==> src/rtl/net_msgs_pkg.sv <==
// Shared network message definitions: header layout and field widths used by
// every terminal on the 4-port ring.
package net_msgs_pkg;

  localparam int c_net_opaque_nbits  = 8;
  localparam int c_net_srcdest_nbits = 2;
  localparam int c_net_nports        = 4;

  typedef struct packed {
    logic [c_net_opaque_nbits-1:0]  opaque;
    logic [c_net_srcdest_nbits-1:0] src;
    logic [c_net_srcdest_nbits-1:0] dest;
  } net_hdr_t;

  localparam int c_net_hdr_nbits = $bits(net_hdr_t);

endpackage

==> src/rtl/vc_Queue.sv <==
// Normal (non-bypass, non-pipe) circular-buffer queue: a message enqueued in
// cycle t is visible at the head in cycle t+1; a full queue never accepts.
module vc_Queue #(
  parameter int p_msg_nbits = 1,
  parameter int p_num_msgs  = 2
) (
  input  logic                   clk,
  input  logic                   reset,
  input  logic                   enq_val,
  output logic                   enq_rdy,
  input  logic [p_msg_nbits-1:0] enq_msg,
  output logic                   deq_val,
  input  logic                   deq_rdy,
  output logic [p_msg_nbits-1:0] deq_msg
);

  localparam int c_addr_nbits = (p_num_msgs > 1) ? $clog2(p_num_msgs) : 1;
  localparam int c_cnt_nbits  = $clog2(p_num_msgs + 1);

  logic [p_msg_nbits-1:0]  entries [p_num_msgs];
  logic [c_addr_nbits-1:0] enq_ptr;
  logic [c_addr_nbits-1:0] deq_ptr;
  logic [c_cnt_nbits-1:0]  count;
  logic                    enq_fire;
  logic                    deq_fire;

  function automatic logic [c_addr_nbits-1:0] ptr_next(input logic [c_addr_nbits-1:0] p);
    return (p == c_addr_nbits'(p_num_msgs - 1)) ? '0 : p + 1'b1;
  endfunction

  assign enq_rdy  = (count != c_cnt_nbits'(p_num_msgs));
  assign deq_val  = (count != '0);
  assign deq_msg  = entries[deq_ptr];
  assign enq_fire = enq_val && enq_rdy;
  assign deq_fire = deq_val && deq_rdy;

  always_ff @(posedge clk or posedge reset) begin
    if (reset) begin
      enq_ptr <= '0;
      deq_ptr <= '0;
      count   <= '0;
      for (int i = 0; i < p_num_msgs; i++) entries[i] <= '0;
    end else begin
      if (enq_fire) begin
        entries[enq_ptr] <= enq_msg;
        enq_ptr          <= ptr_next(enq_ptr);
      end
      if (deq_fire) deq_ptr <= ptr_next(deq_ptr);
      if (enq_fire && !deq_fire)      count <= count + 1'b1;
      else if (deq_fire && !enq_fire) count <= count - 1'b1;
    end
  end

endmodule

==> src/rtl/net_inject_adapter.sv <==
// Terminal network interface: stamps client requests with a ring header and
// injects them, returns ejected messages to the client, and caps in-flight count.
module net_inject_adapter
  import net_msgs_pkg::*;
#(
  parameter int p_payload_nbits = 32,
  parameter int p_max_outst     = 4
) (
  input  logic                       clk,
  input  logic                       reset,
  input  logic [1:0]                 terminal_id,
  input  logic [1:0]                 req_dest,
  input  logic [p_payload_nbits-1:0] req_payload,
  input  logic                       req_val,
  output logic                       req_rdy,
  output net_hdr_t                   net_out_msg_hdr,
  output logic [p_payload_nbits-1:0] net_out_msg_payload,
  output logic                       net_out_val,
  input  logic                       net_out_rdy,
  input  net_hdr_t                   net_in_msg_hdr,
  input  logic [p_payload_nbits-1:0] net_in_msg_payload,
  input  logic                       net_in_val,
  output logic                       net_in_rdy,
  output logic [1:0]                 resp_src,
  output logic [7:0]                 resp_opaque,
  output logic [p_payload_nbits-1:0] resp_payload,
  output logic                       resp_val,
  input  logic                       resp_rdy,
  output logic [3:0]                 outst_count,
  output logic                       misroute_err
);

  localparam int c_inj_nbits = c_net_hdr_nbits + p_payload_nbits;

  logic [7:0]                 seq_q;
  logic [3:0]                 outst_q;
  logic                       misroute_q;
  logic                       inj_enq_rdy;
  logic                       credit_avail;
  logic                       req_fire;
  logic                       resp_fire;
  logic                       in_fire;
  logic                       zero_credit_resp;
  net_hdr_t                   req_hdr;
  logic [c_inj_nbits-1:0]     inj_deq_msg;
  logic                       vld_p1;
  logic [1:0]                 src_p1;
  logic [7:0]                 opaque_p1;
  logic [p_payload_nbits-1:0] payload_p1;

  // Saturating credit update; a simultaneous send and return cancel out.
  function automatic logic [3:0] credit_next(input logic [3:0] cnt, input logic inc,
                                             input logic dec);
    if (inc && !dec && cnt < 4'(p_max_outst)) return cnt + 4'd1;
    if (dec && !inc && cnt != 4'd0)           return cnt - 4'd1;
    return cnt;
  endfunction

  assign credit_avail = (outst_q < 4'(p_max_outst));
  assign req_rdy      = !reset && inj_enq_rdy && credit_avail;
  assign req_fire     = req_val && req_rdy;
  assign req_hdr      = '{opaque: seq_q, src: terminal_id, dest: req_dest};

  // Stage p0: header stamping and injection buffering
  vc_Queue #(
    .p_msg_nbits (c_inj_nbits),
    .p_num_msgs  (2)
  ) inj_queue (
    .clk     (clk),
    .reset   (reset),
    .enq_val (req_fire),
    .enq_rdy (inj_enq_rdy),
    .enq_msg ({req_hdr, req_payload}),
    .deq_val (net_out_val),
    .deq_rdy (net_out_rdy),
    .deq_msg (inj_deq_msg)
  );

  assign net_out_msg_hdr     = inj_deq_msg[c_inj_nbits-1 -: c_net_hdr_nbits];
  assign net_out_msg_payload = inj_deq_msg[p_payload_nbits-1:0];

  assign net_in_rdy       = !vld_p1 || resp_rdy;
  assign in_fire          = net_in_val && net_in_rdy;
  assign resp_fire        = vld_p1 && resp_rdy;
  assign zero_credit_resp = resp_fire && !req_fire && (outst_q == 4'd0);

  always_ff @(posedge clk or posedge reset) begin
    if (reset) begin
      seq_q      <= '0;
      outst_q    <= '0;
      misroute_q <= 1'b0;
    end else begin
      if (req_fire) seq_q <= seq_q + 8'd1;
      outst_q <= credit_next(outst_q, req_fire, resp_fire);
      if (zero_credit_resp || (in_fire && net_in_msg_hdr.dest != terminal_id))
        misroute_q <= 1'b1;
    end
  end

  // Stage p1: ejection pipe register
  always_ff @(posedge clk or posedge reset) begin
    if (reset) begin
      vld_p1     <= 1'b0;
      src_p1     <= '0;
      opaque_p1  <= '0;
      payload_p1 <= '0;
    end else if (in_fire) begin
      vld_p1     <= 1'b1;
      src_p1     <= net_in_msg_hdr.src;
      opaque_p1  <= net_in_msg_hdr.opaque;
      payload_p1 <= net_in_msg_payload;
    end else if (resp_fire) begin
      vld_p1     <= 1'b0;
    end
  end

  assign resp_val     = vld_p1;
  assign resp_src     = src_p1;
  assign resp_opaque  = opaque_p1;
  assign resp_payload = payload_p1;
  assign outst_count  = outst_q;
  assign misroute_err = misroute_q;

endmodule

==> config.mk <==
export PLATFORM = sky130hd
export DESIGN_NAME = net_inject_adapter
export DESIGN_NICKNAME = d
export VERILOG_FILES = /design/src/rtl/net_msgs_pkg.sv /design/src/rtl/vc_Queue.sv /design/src/rtl/net_inject_adapter.sv
export SDC_FILE = /design/constraint.sdc
export NUM_CORES = 1
export LEC_CHECK = 0
export CAP_MARGIN = 20
export CELL_PAD_IN_SITES_DETAIL_PLACEMENT = 1
export CELL_PAD_IN_SITES_GLOBAL_PLACEMENT = 1
export CORE_MARGIN = 2
export CORE_UTILIZATION = 30
export DETAILED_ROUTE_END_ITERATION = 10
export PLACE_DENSITY = 0.72
export RECOVER_POWER = 100
export SKIP_CTS_REPAIR_TIMING = 1
export SLEW_MARGIN = 20
export SYNTH_ARGS = -nofsm -noshare
export SYNTH_HDL_FRONTEND = slang
export SYNTH_SLANG_ARGS = --single-unit
==> constraint.sdc <==
create_clock -name clk -period 5.1 [get_ports clk]
set_clock_uncertainty 0.05 [all_clocks]
set_input_delay 0.51 -clock clk [delete_from_list [all_inputs] [get_ports clk]]
set_output_delay 0.51 -clock clk [all_outputs]
set_load 0.05 [all_outputs]
==> impl_metrics.csv, run 1 <==
group,metric,value,unit
yosys,synthDominantCellAreaShare,57.7,%
timing,finalWorstSetupSlack,1.60,ns
critical_path,critPathArrivalTime,3.73,ns
yosys,synth-edff-count,0,
timing,fmaxAchievable,286,MHz
grt,antenna_found_initial,0,
critical_path,critical_path.startpoint_type,"input port",
critical_path,critPathMaxFanout,44,
cells_and_area,drive_above_1_share,28.6,%
yosys,synth_area,0.00642,mm²
yosys,synth_area_per_cell,15.7,µm²
clocking,cts_tree,"yes",
yosys,synth_most_common_cell,"dfrtp_1",
clocking,clk_pin_slew,0.06,ns
floorplanning,ios,181,
grt,grt_pass1_wl,24.8,mm
yosys,ys_seq_area_share,57.7,%
cells_and_area,n_antenna_cell,0,
floorplanning,die_height,150,µm
pwr,leakage,3.81,nW
pwr,ir_worst_vdd,0.207,mV
cells_and_area,area_growth,38.9,%
timing,period_share,68.6,%
placed_design,pre_cts_ws,1.78,ns
yosys,synth_ff_type,"dfrtp_1",
yosys,synthTopCellsByArea,"dfrtp_1 (58%), mux2_2 (23%), mux2_4 (9.4%)",
grt,overflow,0,
yosys,synth_cells,409,
grt,grt_pass1_vias,4640,
floorplanning,die_w,150,µm
floorplanning,rows,53,
cells_and_area,multi_input_area,0.00242,mm²
drt,drtIter0Drc,101,
drt,ant_nets,0,
clocking,insertion_delay,0.41,ns
run,maxCapViolations,2,
clocking,numCtsBuffers,17,
placed_design,placement.io_buffers,180,
pwr,p_per_area,666,mW/mm²
drt,vias,4004,
timing,slew_viol_final,111,
drt,detail_route.first_pass.iterations,4,
timing,maxSlewHeadroom,-102,%
clocking,clockBufferDepth,2,
cells_and_area,fillCellCount,2130,
timing,setup_viol,0,
critical_path,cp_data_required_time,5.33,ns
timing,fin_crit,3.50,ns
yosys,synth_cell_types,38,
run_status,violations,"capacitance limit, slew limit",
floorplanning,coreArea,0.0210,mm²
drt,wl_per_cell,17.3,µm
yosys,async_flop_share,100,%
yosys,ys_warn_count,0,
floorplanning,initial_core_util,30.6,%
clocking,htreeDepth,4,
yosys,synthesis.nets,499,
timing,rsz0062_at_grt,"false",
critical_path,cp-end-kind,"flop",
yosys,synth_top_cells_by_count,"dfrtp_1 (148), mux2_2 (132), mux2_4 (40), xnor2_1 (11), nand2_1 (10)",
worst_hold_path,hold_path.class,"reg2reg",
run_status,status,"finished with violations",
critical_path,worstSetupPathType,"in2reg",
cells_and_area,register_area,0.00371,mm²
timing,hold_viol,0,
yosys,yosys.area.top_type,"dfrtp_1",
floorplanning,dieArea,0.0226,mm²
drt,viasPerCell,4.56,
cells_and_area,fin_nets,681,
placed_design,hpwl,10.6,mm
grt,grt_usage,14.3,%
placed_design,gp_congestion,0.698,
timing,fin_setup_tns,0,ns
clocking,cts_root_buf,"clkbuf_16",
grt,grt_max_degree,67,
drt,drc_errors,0,
yosys,ys_seq_elements,148,
drt,routed_wl,15.2,mm
timing,tightestPinTransition,3.01,ns
clocking,clock-sinks,148,
[metal layers]
| metal | track usage (%) | wire length [µm] | vias to the layer above |
|---|---|---|---|
| met5 | 0 | 0 | - |
| met1 | 16.7 | 6130 | 2043 |
| met2 | 23.2 | 7540 | 136 |
| met3 | 6.42 | 1350 | 11 |
| li1 | - | - | 1814 |
| met4 | 4.86 | 189 | 0 |
[through the flow]
step                      total power, mW  std cells  cell area (µm²)  util [%]  hold slack [ns]
after floorplan                      4.05        409             6420         -            0.398
after global placement               4.88        847             8460      40.3            0.407
after detailed placement             4.98        847             8460      40.3            0.419
after CTS                            6.33        879             9080      43.2            0.438
after global routing                 6.28        879             8920      42.4            0.455
final                                5.94        879             8920      42.4            0.428
[power breakdown]
group          switching, mW  leakage, nW  total, mW  internal [mW]
registers              0.333         1.79       1.94           1.61
logic                   1.63         1.72       2.69           1.06
clock network          0.513        0.299       1.31          0.793
[path summary, 6_finish.rpt]
path / startpoint / end / slack [ns] / depth (start not counted)
worst min-delay path: misroute_err / misroute_err / 0.43 / 1
worst max-delay path: req_val / inj_queue.entries[14] / 1.60 / 6
max in group asynchronous: reset / resp_payload[13] / 1.64 / 3
min in group asynchronous: reset / outst_count[2] / 1.42 / 2
worst min register to register: misroute_err / misroute_err / 0.43 / 1
worst max register to register: outst_count[2] / inj_queue.entries[14] / 1.75 / 5
[state kept, by name, indices dropped and copies added (netlist names)]
name	cells
inj_queue.count	2
inj_queue.deq_ptr	1
inj_queue.enq_ptr	1
inj_queue.entries	88
misroute_err	1
outst_count	4
resp_opaque	8
resp_payload	32
resp_src	2
resp_val	1
seq_q	8
[cells in the final DEF (no fill, tap or decap), types with 4 or more instances in the layout]
cell type        netlist  layout
dlygate4sd3_1          0      98
dfrtp_1              148     147
xor2_1                 4       4
ha_1                   4       4
mux2_1                 2      41
clkdlybuf4s50_1        0      82
mux2_2               132     132
xnor2_1               11      11
inv_6                  0       5
nand2_1               10      10
clkbuf_16              0      17
[layout make-up]
class                           instances  area share [%]
Timing Repair Buffer                  182            20.3
Tap cell                              275            3.86
Multi-Input combinational cell        238            27.1
Inverter                                4           0.196
Sequential cell                       148            41.6
Clock buffer                           19            4.97
Clock inverter                         13            1.94
[worst max-delay path: stages]
cell and delay (ns):
dlygate4sd3_1 0.53, or3b_1 0.36, or3_1 0.54, clkinvlp_2 0.38, nand2_2 0.76, mux2_1 0.63
[cell families (layout without fill, tap and decap cells)]
group | count (synthesis) | in the layout | synth area share, %
fa+ha+maj | 4 | 4 | 0.779
flops | 148 | 148 | 57.7
simple gates | 35 | 35 | 3.29
compound gates | 9 | 9 | 0.916
mux | 175 | 175 | 33.0
xor+xnor | 15 | 15 | 2.05
buf+inv | 23 | 218 | 2.30
Note: power is estimated with default switching activity, not from simulation.
==> run 2, diff against run 1 <==
==> constraint.sdc (replaced) <==
create_clock -name clk -period 3.6 [get_ports clk]
set_clock_uncertainty 0.05 [all_clocks]
set_input_delay 0.36 -clock clk [delete_from_list [all_inputs] [get_ports clk]]
set_output_delay 0.36 -clock clk [all_outputs]
set_load 0.05 [all_outputs]
==> impl_metrics.csv, run 2 (same netlist as run 1, synthesis figures left out) <==
group,metric,value,unit
floorplanning,coreArea,0.0210,mm²
floorplanning,rows,53,
cells_and_area,final_cell_mix,"dfrtp_1 (147), mux2_2 (132), dlygate4sd3_1 (97), clkdlybuf4s50_1 (83), mux2_1 (41)",
timing,fmaxAchievable,325,MHz
cells_and_area,regMostFlops,"inj_queue.entries",
drt,ant_nets,0,
critical_path,r2r_cells,5,
pwr,power_switching_share,42.3,%
placed_design,gp_congestion,0.690,
placed_design,pre_cts_ws,0.562,ns
pwr,p_sw,3.51,mW
drt,routed_wl,15.1,mm
placed_design,placement.io_buffers,180,
run,maxCapViolations,2,
grt,grt_max_degree,57,
grt,use_met1,16.2,%
cells_and_area,n_antenna_cell,0,
clocking,clockBufferDepth,2,
clocking,cts_root_buf,"clkbuf_16",
cells_and_area,stdcell_area,0.00892,mm²
floorplanning,die_height,150,µm
timing,tightestPinTransition,2.02,ns
grt,antenna_found_initial,0,
pwr,fin_total_pwr,8.30,mW
pwr,p_comb_share,47.0,%
clocking,insertion_delay,0.42,ns
timing,setup_viol,0,
cells_and_area,drive_above_1_share,29.1,%
critical_path,worstSetupPathType,"reg2reg",
pwr,pwr-share-seq,32.3,%
grt,use_met2,23.3,%
run_status,violations,"capacitance limit, slew limit",
grt,grt_pass1_wl,24.6,mm
pwr,internal_power,4.78,mW
floorplanning,initial_core_util,30.6,%
drt,drc_errors,0,
grt,busiest_layer,"met2",
grt,grt_usage,14.2,%
clocking,clk_pin_slew,0.06,ns
timing,fin_crit,3.08,ns
timing,period_share,85.6,%
clocking,cts_tree,"yes",
pwr,leakage,3.79,nW
critical_path,cp-end-kind,"flop",
critical_path,cp_data_required_time,3.84,ns
pwr,ir_worst_vdd,0.306,mV
clocking,clock-sinks,148,
floorplanning,dieArea,0.0226,mm²
cells_and_area,largest_register_ffs,88,
pwr,pwr-share-clk,20.6,%
run_status,status,"finished with violations",
grt,overflow,0,
clocking,htreeDepth,4,
timing,holdWs,0.424,ns
floorplanning,die_w,150,µm
worst_hold_path,hold_depth,1,
critical_path,critPathArrivalTime,3.33,ns
grt,grt_pass1_vias,4602,
pwr,p_per_area,930,mW/mm²
timing,hold_viol,0,
timing,fin_setup_tns,0,ns
cells_and_area,layout_commonest_cell,"dfrtp_1",
timing,maxSlewHeadroom,-34.4,%
placed_design,placed_area,0.00854,mm²
drt,vias,4022,
critical_path,critical_path.startpoint_type,"flop",
cells_and_area,fin_nets,685,
floorplanning,ios,181,
timing,finalWorstSetupSlack,0.519,ns
drt,wl_per_cell,17.1,µm
worst_hold_path,hold_path.class,"reg2reg",
timing,slew_viol_final,82,
drt,drtIter0Drc,90,
grt,met3_usage,7.24,%
cells_and_area,area_growth,38.9,%
placed_design,hpwl,10.5,mm
critical_path,critPathMaxFanout,27,
clocking,numCtsBuffers,17,
drt,detail_route.first_pass.iterations,4,
drt,viasPerCell,4.55,
timing,rsz0062_at_grt,"false",
run 2: critical path, cell delays in order (launching register included):
cell	delay [ns]
dfrtp_1	0.44
or3b_1	0.42
or3_1	0.51
nor2_2	0.87
buf_12	0.29
mux2_2	0.36
run 2: area by class of cell:
cell class	instances	area, µm²
Fill cell	2148	12100
Tap cell	275	344
Clock inverter	14	130
Inverter	4	17.5
Clock buffer	18	439
Multi-Input combinational cell	238	2410
Timing Repair Buffer	186	1880
Sequential cell	148	3700
run 2: power by group through the flow:
stage | combinational [mW] | clock [mW] | sequential (mW)
detailed placement | 4.34 | 0 | 2.73
floorplan | 2.86 | 0 | 2.88
CTS | 4.35 | 1.79 | 2.71
global placement | 4.27 | 0 | 2.68
global route | 4.13 | 1.86 | 2.78
finish | 3.90 | 1.71 | 2.68
run 2: per-layer routing:
metal	wire, µm	part of all wire, %
met5	0	0
met3	1410	9.4
met4	182	1.2
met1	6080	40
met2	7440	49
run 2: final timing paths:
kind	startpoint	endpoint	slack, ns
setup reg to reg	outst_count[2]	inj_queue.entries[78]	0.52
max in group asynchronous	reset	resp_payload[9]	0.84
hold / removal	misroute_err	misroute_err	0.42
min in group asynchronous	reset	resp_payload[30]	0.43
hold reg to reg	misroute_err	misroute_err	0.42
setup / recovery	outst_count[2]	inj_queue.entries[78]	0.52
run 2: metrics by stage:
stage	utilization, %	std cells
floorplan	-	409
global placement	40.6	851
detailed placement	40.6	851
CTS	43.3	883
global route	42.4	883
finish	42.4	883
